File: src/rtl/jseq_pkg.sv
// Shared constants and FSM state type for the serial pattern detector.
package jseq_pkg;

  localparam int         JSEQ_N       = 4;
  localparam logic [3:0] JSEQ_PATTERN = 4'b1011;
  localparam int         JSEQ_CW      = 4;

  typedef enum logic {
    FILL,
    ARMED
  } jseq_state_e;

endpackage

File: src/rtl/jshiftreg.sv
// N-bit serial-in, parallel-out history register; newest bit enters at bit 0.
// Also exposes the value it will load on the next enabled edge.
module jshiftreg #(
  parameter int N = 4
) (
  input  logic         clk,
  input  logic         rst,
  input  logic         en,
  input  logic         din,
  output logic [N-1:0] hist,
  output logic [N-1:0] hist_next
);

  logic [N-1:0] hist_reg;

  assign hist_next[0] = din;

  generate
    for (genvar gi = 1; gi < N; gi++) begin : g_shift
      assign hist_next[gi] = hist_reg[gi-1];
    end
  endgenerate

  always_ff @(posedge clk) begin
    if (rst) begin
      hist_reg <= '0;
    end else if (en) begin
      hist_reg <= hist_next;
    end
  end

  assign hist = hist_reg;

endmodule

File: src/rtl/jseq_detector.sv
// Serial pattern detector with saturating match counter.
// Define JSEQ_OVERLAP_EN for overlapping detection; default is non-overlapping.
module jseq_detector
  import jseq_pkg::*;
#(
  parameter int           N       = JSEQ_N,
  parameter logic [N-1:0] PATTERN = N'(JSEQ_PATTERN),
  parameter int           CW      = JSEQ_CW
) (
  input  logic          clk,
  input  logic          rst,
  input  logic          en,
  input  logic          din,
  output logic          match,
  output logic [CW-1:0] count,
  output logic [N-1:0]  hist
);

  localparam int            FW       = $clog2(N + 1);
  localparam logic [FW-1:0] FILL_ARM = FW'(N - 1);
  localparam logic [FW-1:0] FILL_MAX = FW'(N);
  localparam logic [CW-1:0] CNT_MAX  = '1;

  jseq_state_e   state_reg, state_next;
  logic [FW-1:0] fill_reg, fill_next;
  logic          match_reg, match_next;
  logic [CW-1:0] count_reg, count_next;
  logic [N-1:0]  shift_next;
  logic          hit;

  jshiftreg #(.N(N)) u_shift (
    .clk       (clk),
    .rst       (rst),
    .en        (en),
    .din       (din),
    .hist      (hist),
    .hist_next (shift_next)
  );

  always_ff @(posedge clk) begin
    if (rst) begin
      state_reg <= FILL;
      fill_reg  <= '0;
      match_reg <= 1'b0;
      count_reg <= '0;
    end else begin
      state_reg <= state_next;
      fill_reg  <= fill_next;
      match_reg <= match_next;
      count_reg <= count_next;
    end
  end

  // ARMED means N-1 real bits are held, so the incoming bit completes a full window.
  always_comb begin
    state_next = state_reg;
    fill_next  = fill_reg;
    match_next = 1'b0;
    count_next = count_reg;
    hit        = 1'b0;
    if (en) begin
      hit = (state_reg == ARMED) && (shift_next == PATTERN);
      if (fill_reg != FILL_MAX) begin
        fill_next = fill_reg + 1'b1;
      end
      if (hit) begin
        match_next = 1'b1;
        if (count_reg != CNT_MAX) begin
          count_next = count_reg + 1'b1;
        end
`ifndef JSEQ_OVERLAP_EN
        fill_next = '0;
`endif
      end
      state_next = (fill_next >= FILL_ARM) ? ARMED : FILL;
    end
  end

  assign match = match_reg;
  assign count = count_reg;

endmodule

File: config.mk
export PLATFORM = sky130hd
export DESIGN_NAME = jseq_detector
export DESIGN_NICKNAME = d
export VERILOG_FILES = /design/src/rtl/jseq_pkg.sv /design/src/rtl/jshiftreg.sv /design/src/rtl/jseq_detector.sv
export SDC_FILE = /design/constraint.sdc
export NUM_CORES = 1
export LEC_CHECK = 0
export ABC_AREA = 1
export CAP_MARGIN = 30
export CORE_MARGIN = 10
export CORE_UTILIZATION = 47
export DETAILED_ROUTE_END_ITERATION = 10
export GPL_TIMING_DRIVEN = 0
export PLACE_DENSITY_LB_ADDON = 0.25
export SYNTH_ARGS = -nofsm -noshare
export SYNTH_HDL_FRONTEND = slang
export SYNTH_SLANG_ARGS = --single-unit
File: constraint.sdc
create_clock -name clk -period 1.36 [get_ports clk]
set_input_delay 0.272 -clock clk [delete_from_list [all_inputs] [get_ports clk]]
set_output_delay 0.272 -clock clk [all_outputs]
set_load 0.005 [all_outputs]
# Yosys cells after proc, flatten, opt, wreduce, memory -nomap -nowiden
# Cells that the tools add are included.
# W data, S select, Z words.
# op_classes
addsub	2
order_cmp	1
eq_ne	3
muxes	5
bitwise_logic	1
reduce_logical	3
# op_table
cell	n
$mux W3	3
$add A4 B1 Y4 const B	1
$eq A4 B4 Y1 const B	1
$ne A4 B4 Y1 const B	1
$add A3 B1 Y3 const B	1
$ge A3 B2 Y1 const B	1
$ne A3 B3 Y1 const B	1
$reduce_and A3 Y1	1
$mux W1	2
$reduce_or A2 Y1	1
$logic_and A1 B1 Y1	1
$not A1 Y1	1
# totals
ff_bits	13
input_bits	4
output_inout_bits	9

# Longest topological paths before layout
# Gate-level depths: netlist of run 1.
# logic_depth
ltp_word	6
mapped_depth	9
ltp_nobuf	9

# Modules after synthesis
# From an unflattened synthesis of run 1, not the netlist that was laid out.
# hier_totals
hier_cells	100
hier_area_um2	716.9
# modules_own_cells
mod	instances	cells_per_inst	area_per_inst_um2	seq_area_each_um2
jseq_detector	1	70	511.7	180.2
jshiftreg	1	30	205.2	80.1

# Worst setup path after synthesis of run 1
# No wires, ideal clock.
# synth_path
kind	register to register
start	register fill_reg[0]
end	register state_reg
setup_ps	117
arrival_time_ps	1017
t_required_ps	1243
setup_slack_ps	226
stages_incl_launch_ff	9
path_buffers	0
period_less_slack_ps	1134
path_cell_list	dfxtp_1 inv_1 ha_1 nand2_2 nand3_1 nand3_1 nand2_1 nor2_1 nor2_1
# synth_between
elab_chain_len	6
# synth_lines
element	line	rtl
start: declaration	jseq_detector.sv:25	logic [FW-1:0] fill_reg, fill_next;
start signal: assignment	jseq_detector.sv:48	fill_reg <= fill_next;
$add A3 B1 Y3 / $ne A3 B3 Y1 (equally long branches)	jseq_detector.sv:64, jseq_detector.sv:63	
$mux W3 (*)	jseq_detector.sv:63	if (fill_reg != FILL_MAX) begin
$mux W3 (*)	jseq_detector.sv:66	if (hit) begin
$mux W3 (*)	jseq_detector.sv:61	if (en) begin
$ge A3 B2 Y1 (*)	jseq_detector.sv:75	state_next = (fill_next >= FILL_ARM) ? ARMED : FILL;
$mux W1 (*)	jseq_detector.sv:75	
end signal: assignment	jseq_detector.sv:47	state_reg <= state_next;
end: declaration	jseq_detector.sv:24	jseq_state_e state_reg, state_next;
# Every way passes the cells marked *; elsewhere a longest branch is shown, timed or not. The select of a mux whose other input is x is not followed.
# A chain may end at the register's enable or synchronous reset.

# Final worst setup path of run 1
# layout_path
start	register fill_reg[1]
end	register state_reg
# Same word-level chain as after synthesis.

==> flow_summary_export.csv, run 1 <==
group,metric,value,unit
power_and_ir_drop,p_seq_frac,0.553,
floorplan,die_height,57.1,um
setup_path,reg2reg_depth,9,
min_path,hold_depth,2,
synthesis,synth_area,647,um2
synthesis,syn_nets,95,
floorplan,die_x,57.1,um
clock_tree,cts.clk_slew.worst_paths,80,ps
placed_design,gp_congestion,0.722,
power_and_ir_drop,sw_frac_of_total,0.263,
sta,fin_crit_sh,0.899,
sta,rsz0062_at_grt,"false",
clock_tree,cts_buffer_depth,2,
setup_path,crit_arrival,1450,ps
sta,max_freq,818,MHz
clock_tree,worstSkewPairLatency,280,ps
route,routed_wirelength,1280,um
flow_run,max-cap-violations,0,
finish,drive_gt1_frac,0.221,
setup_path,worstPathMaxFanout,4,
placed_design,dp_hpwl,945,um
synthesis,ys_seq_area_frac,0.402,
route,drt_iter0_markers,9,
sta,worst_pin_slew,245,ps
placed_design,placed_cell_area,766,um2
route,via_per_inst,4.82,
synthesis,avgSynthCellArea,7.35,um2
finish,syn_to_final_growth,25.3,%
min_path,hp-class,"primary input to flop",
global_routing,gr-total-overflow,0,
synthesis,yosysWarningCount,0,
power_and_ir_drop,ir_worst_vdd,0.000580,V
clock_tree,cts_root_buf,"clkbuf_4",
setup_path,end_kind,"flop",
clock_tree,cts_inserted_buffers,3,
power_and_ir_drop,power.net_switching,0.000195,W
synthesis,synth_cells,88,
min_path,hold_start,"rst",
setup_path,worstReg2RegEnd,"state_reg$_SDFFE_PP0P_",
power_and_ir_drop,power.total,0.000739,W
floorplan,fp-row-count,13,
setup_path,critPathRequiredTime,1580,ps
sta,finClkSkew,1.55,ps
global_routing,grt_pass1_vias,517,
clock_tree,clkSinkCount,13,
finish,diodes,0,
route,vias,573,
global_routing,grt_pass1_wl,2130,um
setup_path,reg2reg_setup_slack,140,ps
global_routing,antenna_found_initial,0,
sta,finalCriticalPeriod,1220,ps
synthesis,yosysUniqueCellTypes,19,
clock_tree,cts_tree,"built",
floorplan,start_util,0.497,
floorplan,ioPinCount,13,
finish,fill_cells,120,
sta,slew_violations,0,
sta,relSlewSlack,0.837,
floorplan,core_area,0.00130,mm2
setup_path,rr_startpoint,"fill_reg[1]$_SDFFE_PP0P_",
min_path,holdPathEnd,"count[3]$_SDFFE_PP0P_",
route,drc,0,
route,drtPass1Iterations,4,
setup_path,crit_type,"flop to flop",
synthesis,ys_ff_latch,13,
power_and_ir_drop,clkPwrFrac,0.334,
power_and_ir_drop,power_leakage,0.374,nW
sta,finalSetupViolations,0,
clock_tree,htreeDepth,1,
sta,hold_violations,0,
global_routing,grt_max_degree,11,
route,antenna_left,0,
power_and_ir_drop,power.share.combinational,0.113,
setup_path,start_kind,"flop",
power_and_ir_drop,p_per_area,912,mW/mm2
status,outcome,"completed",
power_and_ir_drop,p_int,0.000545,W
floorplan,die_area,0.00326,mm2
route,post_drt_wl_per_cell,10.7,um
finish,fin_nets,112,
finish,final_cell_area,811,um2
placed_design,port_buffers,10,
global_routing,grt.total_usage,0.0792,
## synth_stat cells (all sizes together)
master	n	area, um2
xnor2	1	8.76
clkinv	1	5.00
nand3b	1	7.51
nand4	1	21.3
a21oi	6	33.8
nor3	1	5.00
o21ai	6	30.0
inv	11	41.3
buf	2	10.0
dfxtp	13	260
ha	3	37.5
nor2	14	60.1
nand3	7	40.0
nand2	21	86.3
## logic make-up after synthesis
logic type,Yosys count,share of synthesized area
and+or+nand+nor,45,0.340
buffers and inverters,14,0.0870
DFF,13,0.402
AOI/OAI and AO/OA,12,0.0986
adders and majority gates,3,0.0580
xor gates and xnor gates,1,0.0135
## worst max-delay path, cell delays in order (launching register included)
cell     delay (ps)
dfxtp_1         390
inv_1            60
ha_1            200
nand2_2         100
nand2_1          50
nand2_1          60
nand3_1          90
nor2_1          100
nor2_1           40
nor2_1           80
## power by group through the flow
stage	Clock, W	Combinational [W]	Sequential [W]
2_1_floorplan	0	0.0000591	0.000418
3_3_place_gp	0	0.0000876	0.000419
3_5_place_dp	0	0.0000899	0.000419
4_1_cts	0.000248	0.0000852	0.000408
5_1_grt	0.000265	0.0000960	0.000412
6_report	0.000247	0.0000839	0.000409
## placed cells by master, fill, tap and decap left out, types with 2 or more instances in the layout
master and instances:
nand2_2 3, buf_2 2, buf_4 2, dfxtp_4 2
dfxtp_2 6, o21ai_1 2, clkbuf_4 3, o21ai_0 4
nand2_1 18, nor2_1 13, ha_1 3, nand3_1 6
dlygate4sd2_1 9, dfxtp_1 5, a21oi_1 5, inv_1 11
## how the worst max path moves through the flow
stage,to,start
after global routing,state_reg$_SDFFE_PP0P_,fill_reg[1]$_SDFFE_PP0P_
after detailed placement,state_reg$_SDFFE_PP0P_,din
final,state_reg$_SDFFE_PP0P_,fill_reg[1]$_SDFFE_PP0P_
after floorplan,state_reg$_SDFFE_PP0P_,fill_reg[0]$_SDFFE_PP0P_
after CTS,state_reg$_SDFFE_PP0P_,fill_reg[0]$_SDFFE_PP0P_
after global placement,state_reg$_SDFFE_PP0P_,din
## timing repair
action	in CTS	in global routing
hold buffers	0	0
resized for setup	18	1
endpoints found under the hold margin	0	0
setup endpoints to repair	9	1
buffers inserted	2	0
## routing by layer
layer | wire length [um] | global-route usage | vias to the layer above
li1 | - | - | 311
met1 | 580 | 0.0811 | 250
met2 | 581 | 0.132 | 8
met3 | 77 | 0.0243 | 4
met4 | 35 | 0.0604 | 0
met5 | 0 | 0 | -
## through the flow
stage / util / worst slack [ps] / hold WS [ps] / cells / setup TNS, ps
5_1_grt: 0.623 / 15.6 / 271 / 119 / 0
2_1_floorplan: - / 226 / 407 / 88 / 0
3_5_place_dp: 0.588 / -125 / 493 / 113 / -445
3_3_place_gp: 0.588 / -125 / 485 / 113 / -393
4_1_cts: 0.622 / 77.4 / 259 / 119 / 0
6_report: 0.623 / 138 / 249 / 119 / 0
## layout make-up
class | count | area [um2] | share of cell area
multi-input combinational | 61 | 330 | 0.407
sequential | 13 | 275 | 0.340
timing repair buffer | 12 | 104 | 0.128
inverter | 12 | 46.3 | 0.0571
clock buffer | 4 | 26.3 | 0.0324
tap | 15 | 18.8 | 0.0231
buffer | 2 | 10.0 | 0.0123
Power figures use the tool's default switching activity.
==> run 2: changes to the inputs <==
--- a/config.mk
+++ b/config.mk
@@ -12,6 +12,8 @@
 export DETAILED_ROUTE_END_ITERATION = 10
 export GPL_TIMING_DRIVEN = 0
 export PLACE_DENSITY_LB_ADDON = 0.25
+export REMOVE_ABC_BUFFERS = 1
 export SYNTH_ARGS = -nofsm -noshare
 export SYNTH_HDL_FRONTEND = slang
 export SYNTH_SLANG_ARGS = --single-unit
+export TNS_END_PERCENT = 100
==> run 2 against run 1 <==
  * Count of clock-buffer cells in the layout unchanged
  * Clock skew increased by 1.9 ps
  * Maximum frequency increased by 0.44%
  * Power fell by 0.82%
  * Register-to-register slack hardly changed
  * Critical path type unchanged
  * Largest cell class unchanged
==> flow_summary_export.csv, run 2 (synthesis results as in run 1) <==
group,metric,value,unit
floorplan,die_x,57.1,um
setup_path,crit_type,"flop to flop",
power_and_ir_drop,p_seq_frac,0.560,
sta,finalCriticalPeriod,1220,ps
power_and_ir_drop,power.net_switching,0.000184,W
route,routed_wirelength,1210,um
route,drtPass1Iterations,3,
global_routing,antenna_found_initial,0,
floorplan,start_util,0.497,
global_routing,grt.total_usage,0.0845,
setup_path,end_kind,"flop",
power_and_ir_drop,power.share.combinational,0.120,
flow_run,max-cap-violations,0,
finish,fin_util,0.630,
finish,final_cell_mix,"nand2_1, nor2_1, inv_1",
setup_path,reg2reg_setup_slack,140,ps
power_and_ir_drop,sw_frac_of_total,0.250,
power_and_ir_drop,p_per_area,895,mW/mm2
finish,drive_gt1_frac,0.214,
clock_tree,htreeDepth,1,
sta,finClkSkew,3.40,ps
route,antenna_left,0,
route,via_per_inst,4.60,
global_routing,grt_max_degree,11,
floorplan,fp-row-count,13,
setup_path,crit_arrival,1370,ps
power_and_ir_drop,power_leakage,0.377,nW
min_path,hold_start,"en",
sta,relSlewSlack,0.739,
min_path,hp-class,"primary input to flop",
sta,rsz0062_at_grt,"false",
finish,syn_to_final_growth,26.7,%
clock_tree,cts.clk_slew.worst_paths,80,ps
sta,hold_violations,0,
setup_path,worstReg2RegEnd,"state_reg$_SDFFE_PP0P_",
setup_path,cp_common_cell,"nor2_1",
global_routing,gr-total-overflow,0,
status,outcome,"completed",
clock_tree,clkSinkCount,13,
setup_path,rr_startpoint,"fill_reg[0]$_SDFFE_PP0P_",
route,drt_iter0_markers,5,
route,vias,543,
sta,finalSetupViolations,0,
setup_path,critPathRequiredTime,1520,ps
clock_tree,cts_buffer_depth,2,
sta,worst_pin_slew,391,ps
setup_path,reg2reg_depth,9,
setup_path,worstPathMaxFanout,4,
power_and_ir_drop,p_int,0.000550,W
finish,final_common_cell,"nand2_1",
setup_path,start_kind,"flop",
finish,diodes,0,
global_routing,grt_pass1_vias,517,
sta,whs,446,ps
setup_path,crit_path_top_delay_cell,"dfxtp_4",
placed_design,gp_congestion,0.751,
setup_path,crit_path_cell_trace,"inv_1 > ha_2 > nand2_2 > nand2_1 > nand2_1 > nand3_1 > nor2_1 > nor2_1 > nor2_1",
finish,fin_nets,111,
min_path,hold_depth,3,
placed_design,dp_hpwl,941,um
route,drc,0,
route,post_drt_wl_per_cell,10.3,um
clock_tree,cts_inserted_buffers,3,
clock_tree,cts_root_buf,"clkbuf_4",
power_and_ir_drop,ir_worst_vdd,0.000772,V
floorplan,ioPinCount,13,
global_routing,grt_pass1_wl,2230,um
sta,max_freq,822,MHz
floorplan,die_area,0.00326,mm2
placed_design,port_buffers,12,
setup_path,worstSetupStartpoint,"fill_reg[0]$_SDFFE_PP0P_",
sta,slew_violations,0,
power_and_ir_drop,clkPwrFrac,0.320,
clock_tree,worstSkewPairLatency,280,ps
clock_tree,cts_tree,"built",
setup_path,slowest_delay,360,ps
sta,fin_crit_sh,0.895,
floorplan,die_height,57.1,um
min_path,holdPathEnd,"match$_SDFF_PP0_",
floorplan,core_area,0.00130,mm2
run 2: what timing repair did:
item                                    4_1_cts  5_1_grt
hold buffers                                  0        0
setup buffers                                 1        0
endpoints found under the setup margin        9        1
pin swaps                                     0        1
gates resized for setup                      17        5
run 2: worst max path at each step:
stage / to
final: state_reg$_SDFFE_PP0P_
after global placement: state_reg$_SDFFE_PP0P_
after CTS: state_reg$_SDFFE_PP0P_
after global routing: state_reg$_SDFFE_PP0P_
after detailed placement: state_reg$_SDFFE_PP0P_
after floorplan: state_reg$_SDFFE_PP0P_
run 2: power by group through the flow:
| stage | logic (W) | registers (W) | clock network, W |
|---|---|---|---|
| detailed placement | 0.0000933 | 0.000419 | 0 |
| global route | 0.000102 | 0.000413 | 0.000267 |
| finish | 0.0000881 | 0.000411 | 0.000235 |
| floorplan | 0.0000507 | 0.000418 | 0 |
| global placement | 0.0000904 | 0.000419 | 0 |
| CTS | 0.0000887 | 0.000410 | 0.000247 |
run 2: through the flow:
stage	instances	power (W)	TNS [ps]	setup slack, ps	instance area, um2
floorplan	86	0.000468	0	232	637
finish	118	0.000733	0	143	820
CTS	118	0.000746	0	19.3	810
global placement	113	0.000509	-1720	-269	776
global route	118	0.000782	0	15.4	820
detailed placement	113	0.000512	-1800	-275	776
run 2: worst max-delay path: cells and delay by family, from the launching register on:
kind,cells,cell delay (ps)
adders and majority gates,1,190
buffers and inverters,1,70
DFF,1,360
and+or+nand+nor,7,500
run 2: area by class of cell:
class                   instances  area [um2]
clock buffers                   4        26.3
fillers                       130         482
inverters                      12        46.3
multi-input cells              61         333
flip-flops and latches         13         277
well taps                      15        18.8
repair buffers                 13         119
run 2: routing by layer:
layer | wire length [um] | vias up | GRT usage | part of all wire
met3 | 90 | 4 | 0.0487 | 0.074
met2 | 517 | 10 | 0.122 | 0.43
met4 | 26 | 0 | 0.0503 | 0.021
met1 | 575 | 223 | 0.0935 | 0.48
li1 | - | 306 | - | -
met5 | 0 | - | 0 | 0
==> run 3: changes to the inputs <==
--- a/config.mk
+++ b/config.mk
@@ -7,12 +7,13 @@
 export LEC_CHECK = 0
 export ABC_AREA = 1
 export CAP_MARGIN = 30
-export CORE_MARGIN = 10
 export CORE_UTILIZATION = 47
+export CTS_CLUSTER_SIZE = 8
 export DETAILED_ROUTE_END_ITERATION = 10
 export GPL_TIMING_DRIVEN = 0
 export PLACE_DENSITY_LB_ADDON = 0.25
 export REMOVE_ABC_BUFFERS = 1
+export SKIP_CTS_REPAIR_TIMING = 1
 export SYNTH_ARGS = -nofsm -noshare
 export SYNTH_HDL_FRONTEND = slang
 export SYNTH_SLANG_ARGS = --single-unit
==> run 3 against run 2 <==
  * Count of clock-buffer cells in the layout unchanged
  * Worst setup slack got worse by 5.8 ps
  * Die area decreased by 53%
  * Largest power group unchanged
==> flow_summary_export.csv, run 3 (synthesis results as in run 1) <==
group,metric,value,unit
status,outcome,"completed",
global_routing,grt_util_met1,0.229,
route,vias,562,
route,post_drt_wl_per_cell,10.2,um
min_path,hold_start,"en",
floorplan,fp-row-count,13,
route,drt_iter0_markers,9,
finish,syn_to_final_growth,33.8,%
min_path,holdPathEnd,"match$_SDFF_PP0_",
sta,whs,473,ps
finish,drive_gt1_frac,0.231,
setup_path,path_depth,8,
finish,multiInputGateArea,338,um2
clock_tree,cts_tree,"built",
setup_path,crit_arrival,1370,ps
route,drc,0,
setup_path,crit_path_cell_trace,"clkdlybuf4s50_1 > nand2_2 > nor2_4 > nand2_2 > nand3_1 > nand2_1 > nor2_1 > nor2_1",
sta,rsz0062_at_grt,"false",
setup_path,worstSetupStartpoint,"din",
placed_design,dpl.cell_count,113,
power_and_ir_drop,ir_worst_vdd,0.000563,V
finish,stdcell_count,119,
setup_path,worstPathMaxFanout,3,
sta,max_freq,818,MHz
power_and_ir_drop,p_seq_frac,0.561,
floorplan,start_util,0.503,
finish,fin_nets,112,
global_routing,grtUsageMet3,0.0173,
floorplan,die_height,39.1,um
clock_tree,cts_inserted_buffers,3,
route,drtPass1Iterations,2,
global_routing,grt.total_usage,0.182,
placed_design,port_buffers,12,
global_routing,gr-total-overflow,0,
min_path,hold_depth,3,
placed_design,dp_hpwl,848,um
power_and_ir_drop,p_int,0.000553,W
power_and_ir_drop,clkPwrFrac,0.311,
sta,fin_crit_sh,0.899,
power_and_ir_drop,sw_frac_of_total,0.244,
global_routing,grt_max_degree,11,
clock_tree,cts_root_buf,"clkbuf_4",
setup_path,slowest_delay,490,ps
power_and_ir_drop,power.total,0.000732,W
sta,finalSetupViolations,0,
setup_path,rr_startpoint,"fill_reg[0]$_SDFFE_PP0P_",
floorplan,die_x,39.1,um
global_routing,grt_pass1_vias,474,
floorplan,core_area,0.00128,mm2
global_routing,met2_usage,0.313,
power_and_ir_drop,power.share.combinational,0.128,
clock_tree,htreeDepth,1,
floorplan,ioPinCount,13,
sta,finalCriticalPeriod,1220,ps
clock_tree,cts_buffer_depth,2,
setup_path,reg2reg_depth,7,
power_and_ir_drop,power_leakage,0.501,nW
clock_tree,clkSinkCount,13,
global_routing,grt_pass1_wl,1910,um
sta,relSlewSlack,0.715,
setup_path,worstReg2RegEnd,"fill_reg[1]$_SDFFE_PP0P_",
finish,fill_cells,101,
min_path,hp-class,"primary input to flop",
power_and_ir_drop,power.net_switching,0.000179,W
finish,final_cell_mix,"nand2_1, nor2_1, inv_1",
clock_tree,cts.clk_slew.worst_paths,80,ps
finish,fin_util,0.674,
setup_path,start_kind,"primary input",
setup_path,path_delay_family,"simple AND/OR/NAND/NOR gates",
route,via_per_inst,4.72,
finish,final_common_cell,"nand2_1",
finish,diodes,0,
finish,seqCellArea,277,um2
setup_path,reg2reg_setup_slack,140,ps
global_routing,antenna_found_initial,0,
sta,finClkSkew,2.48,ps
setup_path,end_kind,"flop",
setup_path,critPathRequiredTime,1500,ps
power_and_ir_drop,p_per_area,845,mW/mm2
setup_path,crit_path_top_delay_cell,"clkdlybuf4s50_1",
flow_run,max-cap-violations,0,
sta,worst_pin_slew,426,ps
clock_tree,worstSkewPairLatency,260,ps
sta,slew_violations,0,
global_routing,busiest_layer,"met2",
setup_path,path_buf_inv,1,
route,routed_wirelength,1220,um
setup_path,crit_type,"primary input to flop",
sta,hold_violations,0,
route,antenna_left,0,
floorplan,die_area,0.00153,mm2
placed_design,gp_congestion,0.723,
run 3: cell count changes in the layout (fill, tap and decap cells not counted), sizes merged:
cell,before,now
buf,1,2
dlygate4sd2,9,0
dlymetal6s2s,1,10
run 3: per-stage QoR:
step                      area (um2)  TNS (ps)  setup slack, ps
after global placement           776     -1870             -282
final                            866         0              137
after floorplan                  637         0              232
after CTS                        802      -736             -146
after global routing             866         0             24.1
after detailed placement         776     -1940             -289
run 3: worst max path at each step:
stage,end,slack [ps]
after floorplan,state_reg$_SDFFE_PP0P_,230
after global placement,state_reg$_SDFFE_PP0P_,-280
after global routing,state_reg$_SDFFE_PP0P_,20
after CTS,hist[1],-150
after detailed placement,state_reg$_SDFFE_PP0P_,-290
final,state_reg$_SDFFE_PP0P_,140
run 3: final cells by class:
type	instances	area share
multi-input combinational	61	0.390
sequential	13	0.319
timing repair buffer	14	0.185
inverter	12	0.0535
clock buffer	4	0.0303
tap	15	0.0217
run 3: per-layer routing:
layer,vias to the layer above,share of wire
met5,-,0
li1,311,-
met2,8,0.48
met3,2,0.021
met1,241,0.50
met4,0,0.0049
run 3: worst min-delay path, stage by stage:
cell and delay (ps):
dlymetal6s2s_1 250, nand3_2 140, nor2_1 30
run 3: power groups by stage:
stage          Sequential (W)  Combinational [W]  Clock, W
2_1_floorplan        0.000418          0.0000507         0
3_3_place_gp         0.000419          0.0000897         0
3_5_place_dp         0.000419          0.0000914         0
4_1_cts              0.000411          0.0000920  0.000238
5_1_grt              0.000413           0.000107  0.000248
6_report             0.000410          0.0000938  0.000228
